<file path="src/rtl/jtag_tap_ctrl_if.sv">
// rtl/jtag_tap_ctrl_if.sv - JTAG pin bundle between a scan master and the TAP slave
interface jtag_tap_ctrl_if;
  logic tms;
  logic tdi;
  logic tdo;
  logic tdo_en;

  modport master (output tms, output tdi, input tdo, input tdo_en);
  modport slave  (input tms, input tdi, output tdo, output tdo_en);
endinterface

</file>
<file path="src/rtl/jtag_tap_ctrl.sv">
// rtl/jtag_tap_ctrl.sv - 1149.1-style TAP slave with IR, BYPASS, optional IDCODE and user data registers
// Optional IDCODE register enabled by defining JTAG_TAP_IDCODE_EN; otherwise opcode 1 and reset select BYPASS.
module jtag_tap_ctrl #(
  parameter int          IR_WIDTH   = 4,
  parameter int          DR_WIDTH   = 32,
  parameter int          NUM_UDR    = 2,
  parameter logic [31:0] IDCODE_VAL = 32'h1234_5001
) (
  input  logic                         tck,
  input  logic                         trst,
  jtag_tap_ctrl_if.slave               jtag,
  output logic [IR_WIDTH-1:0]          ir_q,
  output logic [3:0]                   tap_state,
  input  logic [NUM_UDR*DR_WIDTH-1:0]  udr_capture_data,
  output logic [NUM_UDR*DR_WIDTH-1:0]  udr_update_data,
  output logic [NUM_UDR-1:0]           udr_update_pulse
);

  typedef enum logic [3:0] {
    TLR   = 4'hF, RTI   = 4'hC,
    SELDR = 4'h7, CAPDR = 4'h6, SHDR  = 4'h2, EX1DR = 4'h1,
    PDR   = 4'h3, EX2DR = 4'h0, UPDDR = 4'h5,
    SELIR = 4'h4, CAPIR = 4'hE, SHIR  = 4'hA, EX1IR = 4'h9,
    PIR   = 4'hB, EX2IR = 4'h8, UPDIR = 4'hD
  } tap_state_e;

`ifdef JTAG_TAP_IDCODE_EN
  localparam logic [IR_WIDTH-1:0] IR_RESET = IR_WIDTH'(1);
`else
  localparam logic [IR_WIDTH-1:0] IR_RESET = '1;
`endif

  if (IR_WIDTH < 2) begin : g_chk_ir_width
    $error("jtag_tap_ctrl: IR_WIDTH must be >= 2");
  end
  if (DR_WIDTH < 1) begin : g_chk_dr_width
    $error("jtag_tap_ctrl: DR_WIDTH must be >= 1");
  end
  if (NUM_UDR + 2 > (1 << IR_WIDTH) - 1) begin : g_chk_num_udr
    $error("jtag_tap_ctrl: too many user data registers for IR_WIDTH");
  end
  if (IDCODE_VAL[0] != 1'b1) begin : g_chk_idcode
    $error("jtag_tap_ctrl: IDCODE_VAL bit 0 must be 1");
  end

  tap_state_e                              state_q, state_d;
  logic [IR_WIDTH-1:0]                     ir_d;
  logic [IR_WIDTH-1:0]                     ir_sr_q, ir_sr_d;
  logic                                    byp_q, byp_d;
  logic [NUM_UDR-1:0][DR_WIDTH-1:0]        udr_sr_q, udr_sr_d;
  logic [NUM_UDR-1:0][DR_WIDTH-1:0]        upd_q, upd_d;
  logic [NUM_UDR-1:0]                      pulse_q, pulse_d;
  logic                                    tdo_q, tdo_d;
  logic                                    tdo_en_q, tdo_en_d;
  logic                                    sel_idcode;
  logic [NUM_UDR-1:0]                      sel_udr;
  logic                                    dr_tdo;
`ifdef JTAG_TAP_IDCODE_EN
  logic [31:0]                             id_sr_q, id_sr_d;
`endif

  always_ff @(posedge tck) begin
    if (trst) begin
      state_q  <= TLR;
      ir_q     <= IR_RESET;
      ir_sr_q  <= '0;
      byp_q    <= 1'b0;
      udr_sr_q <= '0;
      upd_q    <= '0;
      pulse_q  <= '0;
      tdo_q    <= 1'b0;
      tdo_en_q <= 1'b0;
`ifdef JTAG_TAP_IDCODE_EN
      id_sr_q  <= '0;
`endif
    end else begin
      state_q  <= state_d;
      ir_q     <= ir_d;
      ir_sr_q  <= ir_sr_d;
      byp_q    <= byp_d;
      udr_sr_q <= udr_sr_d;
      upd_q    <= upd_d;
      pulse_q  <= pulse_d;
      tdo_q    <= tdo_d;
      tdo_en_q <= tdo_en_d;
`ifdef JTAG_TAP_IDCODE_EN
      id_sr_q  <= id_sr_d;
`endif
    end
  end

  always_comb begin
    state_d = state_q;
    unique case (state_q)
      TLR:     state_d = jtag.tms ? TLR   : RTI;
      RTI:     state_d = jtag.tms ? SELDR : RTI;
      SELDR:   state_d = jtag.tms ? SELIR : CAPDR;
      CAPDR:   state_d = jtag.tms ? EX1DR : SHDR;
      SHDR:    state_d = jtag.tms ? EX1DR : SHDR;
      EX1DR:   state_d = jtag.tms ? UPDDR : PDR;
      PDR:     state_d = jtag.tms ? EX2DR : PDR;
      EX2DR:   state_d = jtag.tms ? UPDDR : SHDR;
      UPDDR:   state_d = jtag.tms ? SELDR : RTI;
      SELIR:   state_d = jtag.tms ? TLR   : CAPIR;
      CAPIR:   state_d = jtag.tms ? EX1IR : SHIR;
      SHIR:    state_d = jtag.tms ? EX1IR : SHIR;
      EX1IR:   state_d = jtag.tms ? UPDIR : PIR;
      PIR:     state_d = jtag.tms ? EX2IR : PIR;
      EX2IR:   state_d = jtag.tms ? UPDIR : SHIR;
      UPDIR:   state_d = jtag.tms ? SELDR : RTI;
      default: state_d = TLR;
    endcase
  end

  // Anything not decoded as IDCODE or a UDR falls through to the bypass path.
  always_comb begin
    sel_idcode = 1'b0;
    sel_udr    = '0;
`ifdef JTAG_TAP_IDCODE_EN
    sel_idcode = (ir_q == IR_WIDTH'(1));
`endif
    for (int k = 0; k < NUM_UDR; k++) begin
      sel_udr[k] = (ir_q == IR_WIDTH'(k + 2));
    end
  end

  always_comb begin
    dr_tdo = byp_q;
`ifdef JTAG_TAP_IDCODE_EN
    if (sel_idcode) dr_tdo = id_sr_q[0];
`endif
    for (int k = 0; k < NUM_UDR; k++) begin
      if (sel_udr[k]) dr_tdo = udr_sr_q[k][0];
    end
  end

  always_comb begin
    ir_d     = ir_q;
    ir_sr_d  = ir_sr_q;
    byp_d    = byp_q;
    udr_sr_d = udr_sr_q;
    upd_d    = upd_q;
    pulse_d  = '0;
    tdo_d    = tdo_q;
    tdo_en_d = (state_q == SHIR) || (state_q == SHDR);
`ifdef JTAG_TAP_IDCODE_EN
    id_sr_d  = id_sr_q;
`endif
    case (state_q)
      CAPIR: ir_sr_d = IR_WIDTH'(1);
      SHIR: begin
        tdo_d                 = ir_sr_q[0];
        ir_sr_d               = ir_sr_q >> 1;
        ir_sr_d[IR_WIDTH-1]   = jtag.tdi;
      end
      UPDIR: ir_d = ir_sr_q;
      CAPDR: begin
        byp_d = 1'b0;
`ifdef JTAG_TAP_IDCODE_EN
        if (sel_idcode) id_sr_d = IDCODE_VAL;
`endif
        for (int k = 0; k < NUM_UDR; k++) begin
          if (sel_udr[k]) udr_sr_d[k] = udr_capture_data[k*DR_WIDTH +: DR_WIDTH];
        end
      end
      SHDR: begin
        tdo_d = dr_tdo;
        byp_d = jtag.tdi;
`ifdef JTAG_TAP_IDCODE_EN
        if (sel_idcode) begin
          id_sr_d     = id_sr_q >> 1;
          id_sr_d[31] = jtag.tdi;
        end
`endif
        for (int k = 0; k < NUM_UDR; k++) begin
          if (sel_udr[k]) begin
            udr_sr_d[k]             = udr_sr_q[k] >> 1;
            udr_sr_d[k][DR_WIDTH-1] = jtag.tdi;
          end
        end
      end
      UPDDR: begin
        for (int k = 0; k < NUM_UDR; k++) begin
          if (sel_udr[k]) begin
            upd_d[k]   = udr_sr_q[k];
            pulse_d[k] = 1'b1;
          end
        end
      end
      default: ;
    endcase
    if (state_d == TLR) ir_d = IR_RESET;
  end

  assign jtag.tdo         = tdo_q;
  assign jtag.tdo_en      = tdo_en_q;
  assign tap_state        = state_q;
  assign udr_update_data  = upd_q;
  assign udr_update_pulse = pulse_q;

endmodule

</file>
<file path="src/flat_wrapper.sv">
// flat-port wrapper written by rule: the top's interface ports become plain ports
module jtag_tap_ctrl_flat 
#(
  parameter int          IR_WIDTH   = 4,
  parameter int          DR_WIDTH   = 32,
  parameter int          NUM_UDR    = 2,
  parameter logic [31:0] IDCODE_VAL = 32'h1234_5001
)
  (tck, trst, ir_q, tap_state, udr_capture_data, udr_update_data, udr_update_pulse, jtag_tms, jtag_tdi, jtag_tdo, jtag_tdo_en);
  jtag_tap_ctrl_if jtag_i ();
  input  logic tck;
  input  logic trst;
  output logic [IR_WIDTH-1:0] ir_q;
  output logic [3:0] tap_state;
  input  logic [NUM_UDR*DR_WIDTH-1:0] udr_capture_data;
  output logic [NUM_UDR*DR_WIDTH-1:0] udr_update_data;
  output logic [NUM_UDR-1:0] udr_update_pulse;
  input wire logic [$bits(jtag_i.tms)-1:0] jtag_tms;
  input wire logic [$bits(jtag_i.tdi)-1:0] jtag_tdi;
  output wire logic [$bits(jtag_i.tdo)-1:0] jtag_tdo;
  output wire logic [$bits(jtag_i.tdo_en)-1:0] jtag_tdo_en;
  assign jtag_i.tms = jtag_tms;
  assign jtag_i.tdi = jtag_tdi;
  assign jtag_tdo = jtag_i.tdo;
  assign jtag_tdo_en = jtag_i.tdo_en;
  jtag_tap_ctrl #(.IR_WIDTH(IR_WIDTH), .DR_WIDTH(DR_WIDTH), .NUM_UDR(NUM_UDR), .IDCODE_VAL(IDCODE_VAL)) u_core (.tck(tck), .trst(trst), .jtag(jtag_i), .ir_q(ir_q), .tap_state(tap_state), .udr_capture_data(udr_capture_data), .udr_update_data(udr_update_data), .udr_update_pulse(udr_update_pulse));
endmodule
</file>
<file path="config.mk">
export PLATFORM = sky130hd
export DESIGN_NAME = jtag_tap_ctrl_flat
export DESIGN_NICKNAME = d
export VERILOG_FILES = /design/src/rtl/jtag_tap_ctrl_if.sv /design/src/rtl/jtag_tap_ctrl.sv /design/src/flat_wrapper.sv
export SDC_FILE = /design/constraint.sdc
export NUM_CORES = 1
export LEC_CHECK = 0
export ABC_AREA = 1
export CAP_MARGIN = 40
export CORE_MARGIN = 2
export CORE_UTILIZATION = 30
export DETAILED_ROUTE_END_ITERATION = 8
export GPL_TIMING_DRIVEN = 0
export PLACE_DENSITY_LB_ADDON = 0.05
export REMOVE_ABC_BUFFERS = 1
export SLEW_MARGIN = 20
export SYNTH_ARGS = -nofsm -noshare
export SYNTH_HDL_FRONTEND = slang
export SYNTH_SLANG_ARGS = --single-unit
</file>
<file path="constraint.sdc">
create_clock -name tck -period 1.56 [get_ports tck]
set_clock_uncertainty 0.05 [all_clocks]
set_input_delay 0.312 -clock tck [delete_from_list [all_inputs] [get_ports tck]]
set_output_delay 0.312 -clock tck [all_outputs]
set_load 0.05 [all_outputs]
</file>
==> impl_metrics.tcl, run 1 <==
set metrics [dict create \
    status "finished with violations" \
    violations "negative setup slack" \
    cp-start-kind "flop" \
    yosys_warnings 0 \
    slew_headroom 0.7132 \
    slowest_stage "dfxtp_4" \
    arrival_ps 1840 \
    tightestPinTransition_ps 429.1 \
    hp-class "in -> reg" \
    core_area_um2 19590 \
    fillerInstances 1990 \
    final_max_slew_viol_count 0 \
    synth_area_leader_cell "dfxtp_1" \
    drt_iter0_drc 255 \
    finalNetCount 1094 \
    layout.cells.non_filler 1304 \
    grt_pass1_wl_mm 32.06 \
    num_antenna_cells 0 \
    maxCapViolations 0 \
    root_buffer "clkbuf_16" \
    p_per_area_nw_per_um2 994.7 \
    met1_usage 0.2503 \
    whs_ps 228.2 \
    synth_top_area_share 0.4820 \
    cts_buffer_depth 2 \
    drc 0 \
    final-seq-area_um2 2923 \
    fin_ws_ps -29.36 \
    yosysSeqAreaShare 0.4820 \
    place_inst 1191 \
    r2r_setup_slack_ps -30 \
    layout_commonest_cell "nand2_1" \
    met2_usage 0.3151 \
    gp_congestion 0.7420 \
    rsz0062_at_grt "yes" \
    wire_per_inst_um 17.11 \
    cts_hold_buffers 0 \
    leakage_uw 0.003784 \
    firstDrtPassIters 6 \
    r2r_start "u_core.tap_state[0]" \
    grt_max_degree 69 \
    crit_path_cell_trace "inv_6 -> nand2_8 -> inv_8 -> nand3_4 -> buf_6 -> buf_8 -> nand2_2 -> o21ai_1 -> a21oi_1 -> nor2_1" \
    yosys_register_bits 145 \
    routed_wirelength_mm 22.31 \
    vias 6199 \
    multi_input_area_um2 2993 \
    antenna_found_initial 1 \
    path_clk_slew_ps 60 \
    final_cell_mix "160 x nand2_1, 137 x dfxtp_1, 104 x a21oi_1, 101 x nor2_1, 88 x o21ai_0" \
    cp_max_fo 5 \
    hold_path_end "u_core.udr_sr_q[56]" \
    reg2regPathDepth 10 \
    busiest_layer "met2" \
    num_rows 51 \
    cpPeakStageDelay_ps 370 \
    drtAntennaViolNets 0 \
    cts_tree "done" \
    synthTopCellsByArea "dfxtp_1 48%, nand2_1 11%, a21oi_1 9.1%" \
    syn_inst 834 \
    die_area_um2 21220 \
    worstSetupPathType "reg -> reg" \
    avgSynthCellArea_um2 7.221 \
    grtUsageMet3 0.05110 \
    die_w_um 145.7 \
    start_util 0.3074 \
    dieHeight_um 145.7 \
    synth_cell_types 23 \
    layout-drive-gt1-share 0.2695 \
    utilization 0.4910 \
    cts_max_level 4 \
    area_growth_syn_to_layout_pct 59.71 \
    clock.fmax_mhz 629.2 \
    vias_per_cell 4.754 \
    period_needed_ps 1589 \
    port_buffers 143 \
    worst_ir_drop_vdd_mv 0.7124 \
    track_usage 0.1922 \
    cts_buffers 17 \
    clkLatencyLatePin_ps 420 \
    grt_pass1_vias 5821 \
    cp.required_ps 1810 \
    setup_viol 22 \
    hold_start "trst" \
    final_cell_area_um2 9618 \
    ios 144 \
    hold_viol_final 0 \
    dpl.hpwl_mm 10.28 \
    cts_sinks 145 \
    end_kind "flop" \
    final.period_utilization 1.019 \
    synth_area_um2 6022 \
    r2r_end "u_core.udr_sr_q[47]" \
    place_area_um2 7572 \
    grt.overflow.total 0 \
    hold_depth 2 \
]
## layout make-up
cell class / instances / area share
inverter: 60 / 0.02901
clock buffer: 22 / 0.04826
timing repair buffer: 215 / 0.2628
sequential: 145 / 0.3039
tap: 265 / 0.03447
clock inverter: 10 / 0.008976
multi-input combinational: 585 / 0.3112
timing repair inverter: 2 / 0.001431
## worst max path at each step
stage,from,end,slack (ps)
floorplan,u_core.tap_state[1],u_core.udr_sr_q[31],-950
global placement,trst,u_core.ir_q[1],-4860
detailed placement,u_core.ir_q[2],u_core.udr_update_data[0],-1020
CTS,u_core.tap_state[2],u_core.udr_update_data[13],-6
global route,u_core.tap_state[0],u_core.udr_sr_q[52],-120
finish,u_core.tap_state[0],u_core.udr_sr_q[47],-30
## kinds of logic after synthesis
kind of cell	synth area share
simple gates	0.2150
compound gates	0.2098
buf+inv	0.09142
flops	0.4820
mux	0.001662
## Yosys cell counts, drive strengths merged
cell	number
nand2	179
nand3	13
buf	33
a21oi	110
inv	60
nor2	128
o21ai	141
clkbuf	22
nand4	1
a211oi	1
dfxtp	145
mux2i	1
## routing by layer
layer | routed length [µm] | vias up | part of all wire
met4 | 279 | 0 | 0.013
met5 | 0 | - | 0
met2 | 10640 | 155 | 0.48
met1 | 10120 | 2922 | 0.45
li1 | - | 3104 | -
met3 | 1264 | 18 | 0.057
## worst max-delay path, delay by kind of cell (launching register included)
kind,cells,cell delay (ps)
flops,1,370
compound gates,2,210
simple gates,4,350
buf+inv,4,490
## per-stage QoR
stage	setup TNS (ps)	worst slack, ps	total power [µW]
after floorplan	-91160	-947.5	4723
after global placement	-460030	-4864	5266
after detailed placement	-90530	-1017	5268
after CTS	-12.53	-5.710	9518
after global routing	-5869	-124.4	9931
final	-310.2	-29.36	9567
## registers in the layout, indices dropped and copies added, names as in the netlist
register                 cells
u_core.tap_state             4
u_core.ir_sr_q               4
u_core.ir_q                  4
u_core.udr_update_data      64
u_core.byp_q                 1
u_core.jtag.tdo              1
u_core.jtag.tdo_en           1
u_core.udr_sr_q             64
u_core.udr_update_pulse      2
## power breakdown
| group | switching, µW | total (µW) | internal (µW) |
|---|---|---|---|
| registers | 150 | 3980 | 3830 |
| clock network | 1590 | 3860 | 2270 |
| logic | 1080 | 1730 | 652 |
## timing repair
action,CTS,global route
buffers inserted,43,14
pin swaps,14,12
endpoints found under the setup margin,212,130
resized for setup,284,129
cloned,15,11
Note: power is estimated with default switching activity, not from simulation.
==> inputs of run 2 (changes only) <==
--- a/config.mk
+++ b/config.mk
@@ -8,7 +8,8 @@
 export ABC_AREA = 1
 export CAP_MARGIN = 40
 export CORE_MARGIN = 2
-export CORE_UTILIZATION = 30
+export CORE_UTILIZATION = 50
+export CTS_CLUSTER_SIZE = 20
 export DETAILED_ROUTE_END_ITERATION = 8
 export GPL_TIMING_DRIVEN = 0
 export PLACE_DENSITY_LB_ADDON = 0.05
==> impl_metrics.tcl, run 2 (same netlist as run 1, synthesis figures left out) <==
set metrics [dict create \
    cts_max_level 4 \
    fillerInstances 664 \
    top_layer "met4" \
    fin_ws_ps -140.3 \
    firstDrtPassIters 5 \
    start_util 0.5077 \
    dieHeight_um 113.7 \
    routed_wirelength_mm 24.26 \
    drt-met1-wl_mm 8.804 \
    leakage_uw 0.003952 \
    status "finished with violations" \
    ios 144 \
    grt_pass1_wl_mm 31.15 \
    gp_congestion 0.7715 \
    grt.overflow.total 0 \
    cts_buffer_depth 2 \
    worst_ir_drop_vdd_mv 0.9243 \
    grt_max_degree 47 \
    die_w_um 113.7 \
    antenna_found_initial 0 \
    num_antenna_cells 0 \
    core_area_um2 11860 \
    vias 6975 \
    drtAntennaViolNets 0 \
    violations "negative setup slack" \
    end_kind "flop" \
    cts_hold_buffers 0 \
    period_needed_ps 1700 \
    dpl.hpwl_mm 9.417 \
    met3WireLength_mm 2.255 \
    path_clk_slew_ps 60 \
    cp-start-kind "flop" \
    cts_buffers 17 \
    root_buffer "clkbuf_16" \
    layout-drive-gt1-share 0.3455 \
    routed-wl-met2_mm 12.14 \
    cp_max_fo 9 \
    cts_sinks 145 \
    final_max_slew_viol_count 0 \
    num_rows 40 \
    place_inst 1073 \
    area_growth_syn_to_layout_pct 66.26 \
    final.period_utilization 1.090 \
    whs_ps 117.6 \
    setup_tns_ps -3489 \
    layout.cells.non_filler 1192 \
    finalNetCount 1100 \
    grt_pass1_vias 6263 \
    cp.required_ps 1860 \
    track_usage 0.3059 \
    final-seq-area_um2 2922 \
    drt_iter0_drc 873 \
    pre_cts_slack_ps -1303 \
    multi_input_area_um2 3372 \
    utilization 0.8441 \
    port_buffers 143 \
    arrival_ps 2000 \
    hp-class "in -> reg" \
    worstSetupPathType "reg -> reg" \
    die_area_um2 12940 \
    slew_headroom 0.7692 \
    wire_per_inst_um 20.35 \
    maxCapViolations 0 \
    vias_per_cell 5.852 \
    hold_viol_final 0 \
    layout_commonest_cell "nand2_1" \
    drc 0 \
    tightestPinTransition_ps 345.4 \
    setup_viol 90 \
    rsz0062_at_grt "yes" \
    cts_tree "done" \
    p_per_area_nw_per_um2 1025 \
    clock.fmax_mhz 588.1 \
    final_cell_mix "155 x nand2_1, 138 x dfxtp_1, 81 x nor2_1, 80 x o21ai_0, 69 x clkdlybuf4s15_2" \
    clkLatencyLatePin_ps 430 \
]
==> run 2: final timing paths <==
path	from	endpoint	slack [ps]	cells after the start
setup / recovery	u_core.tap_state[2]	u_core.udr_update_data[1]	-140	8
hold / removal	trst	u_core.udr_sr_q[58]	120	2
setup reg to reg	u_core.tap_state[2]	u_core.udr_update_data[1]	-140	8
hold reg to reg	u_core.udr_sr_q[2]	u_core.udr_update_data[2]	420	2
==> run 2: timing repair <==
action,4_1_cts,5_1_grt
setup endpoints to repair,212,137
buffers inserted,42,17
cloned,17,12
pin swaps,16,70
resized for setup,308,219
==> run 2: power breakdown <==
part / total (µW) / switching, µW / leakage, µW / internal (µW)
sequential: 3970 / 147 / 0.00117 / 3820
combinational: 1860 / 1160 / 0.00246 / 698
clock: 4430 / 1610 / 0.000318 / 2830
==> run 2: layout make-up <==
type | instances | area share
multi-input cells | 586 | 0.3368
flip-flops and latches | 145 | 0.2918
repair buffers | 220 | 0.2583
clock buffers | 21 | 0.04799
inverters | 60 | 0.02962
well taps | 147 | 0.01837
clock inverters | 11 | 0.01575
repair inverters | 2 | 0.001375
==> run 2: critical path: stages, from the launching register on <==
cell and delay, ps:
dfxtp_4 400, clkinv_8 70, nor2_4 170, nand2_8 90, nor2_4 240, buf_4 160
buf_6 140, o21ai_0 130, a21oi_1 160
==> run 2: per-stage QoR <==
stage / cell area, µm² / power, µW
after global routing: 10010 / 10560
after detailed placement: 7392 / 5243
final: 10010 / 10260
after floorplan: 5699 / 4723
after global placement: 7315 / 5208
after CTS: 8931 / 9949
==> run 2: routing by layer <==
layer	vias to the layer above	track usage
li1	3125	-
met1	3303	0.3726
met2	450	0.5150
met3	97	0.06801
met4	0	0.1463
met5	-	0
==> inputs of run 3 (changes only) <==
--- a/config.mk
+++ b/config.mk
@@ -7,8 +7,10 @@
 export LEC_CHECK = 0
 export ABC_AREA = 1
 export CAP_MARGIN = 40
+export CELL_PAD_IN_SITES_DETAIL_PLACEMENT = 0
+export CELL_PAD_IN_SITES_GLOBAL_PLACEMENT = 2
 export CORE_MARGIN = 2
-export CORE_UTILIZATION = 50
+export CORE_UTILIZATION = 27
 export CTS_CLUSTER_SIZE = 20
 export DETAILED_ROUTE_END_ITERATION = 8
 export GPL_TIMING_DRIVEN = 0
==> impl_metrics.tcl, run 3 (same netlist as run 1, synthesis figures left out) <==
set metrics [dict create \
    p_total_uw 9941 \
    cts_buffer_depth 2 \
    dpl.hpwl_mm 11.40 \
    vias 6183 \
    pre_cts_slack_ps -896.9 \
    core_area_um2 21890 \
    grt_pass1_vias 6016 \
    hp-class "in -> reg" \
    num_antenna_cells 0 \
    leakage_uw 0.003864 \
    worstSetupPathType "reg -> reg" \
    firstDrtPassIters 4 \
    port_buffers 143 \
    period_needed_ps 1585 \
    grt_pass1_wl_mm 34.74 \
    num_rows 54 \
    worst_ir_drop_vdd_mv 0.6492 \
    root_buffer "clkbuf_16" \
    ios 144 \
    finalNetCount 1089 \
    cts_sinks 145 \
    final_max_slew_viol_count 0 \
    track_usage 0.1921 \
    layout_commonest_cell "nand2_1" \
    routed_wirelength_mm 23.21 \
    fin_ws_ps -25.46 \
    area_growth_syn_to_layout_pct 60.05 \
    drt_iter0_drc 240 \
    place_inst 1211 \
    drc 0 \
    hold_viol_final 0 \
    cpPeakStageDelay_ps 370 \
    cp_max_fo 6 \
    path_clk_slew_ps 60 \
    drtAntennaViolNets 0 \
    cts_hold_buffers 0 \
    cp.required_ps 1810 \
    grt.overflow.total 0 \
    p_per_area_nw_per_um2 1031 \
    gp_congestion 0.7892 \
    grt_max_degree 47 \
    crit_path_cell_trace "inv_6 -> nand2_8 -> inv_8 -> buf_12 -> nand2_8 -> buf_12 -> nor2_8 -> buf_12 -> nor2_2 -> a21oi_2 -> nor2_1" \
    arrival_ps 1840 \
    clock.fmax_mhz 630.7 \
    antenna_found_initial 0 \
    cts_max_level 4 \
    rsz0062_at_grt "yes" \
    slowest_stage "dfxtp_4" \
    clkLatencyLatePin_ps 430 \
    violations "negative setup slack" \
    reg2regPathDepth 11 \
    setup_viol 16 \
    cpMostUsedCell "buf_12" \
    end_kind "flop" \
    wire_per_inst_um 17.67 \
    start_util 0.2751 \
    cts_tree "done" \
    cts_buffers 17 \
    slew_headroom 0.7199 \
    die_w_um 153.3 \
    layout.cells.non_filler 1313 \
    final.period_utilization 1.016 \
    cp-start-kind "flop" \
    status "finished with violations" \
    tightestPinTransition_ps 420.2 \
    die_area_um2 23510 \
    dieHeight_um 153.3 \
    layout-drive-gt1-share 0.2711 \
    hold_depth 2 \
    maxCapViolations 0 \
    final_cell_mix "172 x nand2_1, 137 x dfxtp_1, 101 x nor2_1, 94 x o21ai_0, 80 x a21oi_1" \
    vias_per_cell 4.709 \
]
==> run 3: cell types whose count changed in the layout (fill, tap and decap cells not counted), moves of 7 or more <==
cell	change
nor2_1	+20
a21oi_1	+23
a21oi_2	-21
nand2_1	+17
nand2_4	-9
nand2_2	-7
clkdlybuf4s15_2	-10
nor2_4	-20
o21ai_1	-7
o21ai_0	+14
==> run 3: worst max-delay path: cells and delay by family, from the launching register on <==
kind                   cells  cell delay, ps
buffers and inverters      5             540
AND/OR/NAND/NOR            5             390
flip-flops                 1             370
AO/OA/AOI/OAI              1             110
==> run 3: metrics by stage <==
| step | hold WS [ps] | setup TNS [ps] | util | cell area (µm²) |
|---|---|---|---|---|
| 2_1_floorplan | 331.1 | -91160 | - | 5699 |
| 3_3_place_gp | 404.6 | -497510 | 0.3417 | 7481 |
| 3_5_place_dp | 410.1 | -77550 | 0.3508 | 7679 |
| 4_1_cts | 238.3 | -372.7 | 0.4250 | 9304 |
| 5_1_grt | 241.0 | -3724 | 0.4403 | 9638 |
| 6_report | 245.3 | -209.1 | 0.4403 | 9638 |
==> run 3: timing repair <==
action                                  CTS  global route
buffers inserted                         42             9
resized for setup                       308           111
cloned                                   18             3
endpoints found under the setup margin  212           135
pin swaps                                16            18
==> run 3: path summary, 6_finish.rpt <==
check                      startpoint                        end  slack, ps
setup / recovery  u_core.tap_state[0]        u_core.udr_sr_q[39]        -30
hold / removal                   trst        u_core.udr_sr_q[58]        250
setup reg to reg  u_core.tap_state[0]        u_core.udr_sr_q[39]        -30
hold reg to reg    u_core.udr_sr_q[0]  u_core.udr_update_data[0]        420
==> run 3: metal layers <==
layer  share of wire  track usage
met1            0.44       0.2371
met2            0.49       0.3282
met3           0.046      0.04763
met4           0.018      0.06291
met5               0            0
==> run 3: final cells by class <==
cell class,instances,area [µm²]
Fill cell,2274,12250
Sequential cell,145,2923
Multi-Input combinational cell,579,2907
Timing Repair Buffer,216,2556
Clock buffer,21,460.4
Tap cell,280,350.3
Inverter,60,280.3
Clock inverter,10,135.1
Timing Repair inverter,2,26.28
==> run 3: power breakdown <==
part           internal (µW)  total [µW]  switching (µW)  leakage (µW)
logic                    685        1730            1050       0.00240
clock network           2590        4240            1650      0.000293
registers               3830        3970             141       0.00117
==> RTL change, RTL diff (flow settings as in run 3) <==
Reset style: asynchronous (`trst`), changed in one clocked block.
--- a/src/rtl/jtag_tap_ctrl.sv
+++ b/src/rtl/jtag_tap_ctrl.sv
@@ -60,5 +60,5 @@
 `endif
 
-  always_ff @(posedge tck) begin
+  always_ff @(posedge tck or posedge trst) begin
     if (trst) begin
       state_q  <= TLR;
Behaviour: differs if trst is asserted again (counterexample within 4 cycles, from zero or initial values and one cycle with trst high); with trst held inactive, the same outputs for 10 cycles.
==> RTL change against run 3 <==
  * The flow still finishes with violations (setup timing)
  * Sequential cell count stayed put
  * Cell area increased by 12%
  * Wire length increased by 5.7%
  * Area after synthesis grew 4.9%
  * Critical path depth fell by 9
  * Worst setup slack worse by 0.13 ns
Power is not compared: it rests on default switching activity, and its combinational part moved more than twofold at a synthesized area within 25%.
==> RTL change: results (changes against run 3) <==
metric	value	unit	change
nNonClkBuffers	221		+2.3%
wirelength_met1	10430	µm	+2.0%
timing.rr.end	u_core.udr_sr_q[63]		
crit_arrival	1.35	ns	-0.49 ns
antenna_found_initial	1		+1
cp_slowest_cell	dfstp_2		
clockNetworkAreaShare	0.05829		-0.003501
violations	setup timing		
grt_max_degree	81		+72%
regToRegStartpoint	u_core.tap_state[1]		
slowest_delay	0.65	ns	+0.28 ns
postSynth.asyncResetShare	1.000		+1.000
finalWorstSetupSlack	-0.1554	ns	-0.1299 ns
final_net_count	1032		-5.2%
dpl_worst_slack	-0.8452	ns	+0.05172 ns
grt_pass1_vias	6039		+0.38%
worst_slew_pin_slew	0.4995	ns	+0.07927 ns
setup_viol	136		+120
gr-usage-met1	0.2500		+0.01296
num-multi-input-gates	500		-14%
synth_area_leaders	dfrtp_1 (54%), nand2_1 (14%), o21ai_0 (9.7%), inv_1 (4.3%), o21ai_1 (3.9%)		
fin_hold_ws	0.3060	ns	+0.06076 ns
antenna_cells	1		+1
vias	5948		-3.8%
non_clock_inverter_count	79		+27%
seq_area_frac	0.3363		+0.03308
dp_hpwl	10660	µm	-6.4%
grt_use_met3	0.04405		-0.003580
drive_gt1_frac	0.4299		+0.1588
crit_path_max_fanout	5		-1
status	finished with violations		
[RTL change: cell count changes after synthesis, sizes merged, moves of 4 or more]
cell           run 3  this run
nand2            179       244
a21oi            110         6
nand3             13         7
o21ai            141       175
nor2             128        30
clkbuf            22         8
dfrtp              0       137
o22ai              0         4
o31ai              0         6
dfstp              0         8
dfxtp            145         0
inv               60        79
[RTL change: worst max path at each step]
stage | cells after the start | start | slack [ns] | to
5_1_grt | 9 | u_core.tap_state[0] | -0.24 | u_core.udr_update_data[4]
3_5_place_dp | 10 | u_core.tap_state[1] | -0.85 | u_core.udr_sr_q[63]
6_report | 2 | u_core.tap_state[0] | -0.16 | tap_state[0]
2_1_floorplan | 1 | trst | -2.68 | u_core.byp_q
3_3_place_gp | 2 | trst | -5.23 | u_core.udr_update_data[22]
4_1_cts | 9 | u_core.tap_state[1] | -0.17 | u_core.udr_sr_q[3]
[RTL change: through the flow]
| stage | instance area, µm² | util | std cells | power, µW |
|---|---|---|---|---|
| 2_1_floorplan | 6091 | - | 697 | 10510 |
| 3_5_place_dp | 8004 | 0.3514 | 1156 | 12850 |
| 5_1_grt | 10820 | 0.4749 | 1291 | 22110 |
| 4_1_cts | 10260 | 0.4504 | 1272 | 19890 |
| 3_3_place_gp | 7914 | 0.3474 | 1153 | 12700 |
| 6_report | 10820 | 0.4749 | 1291 | 20910 |
[RTL change: repair_timing]
| item | CTS | global route |
|---|---|---|
| endpoints found under the setup margin | 212 | 165 |
| gates cloned | 30 | 3 |
| endpoints found under the hold margin | 0 | 0 |
| resized for setup | 429 | 307 |
| setup buffers | 54 | 15 |
| pin swaps | 41 | 58 |
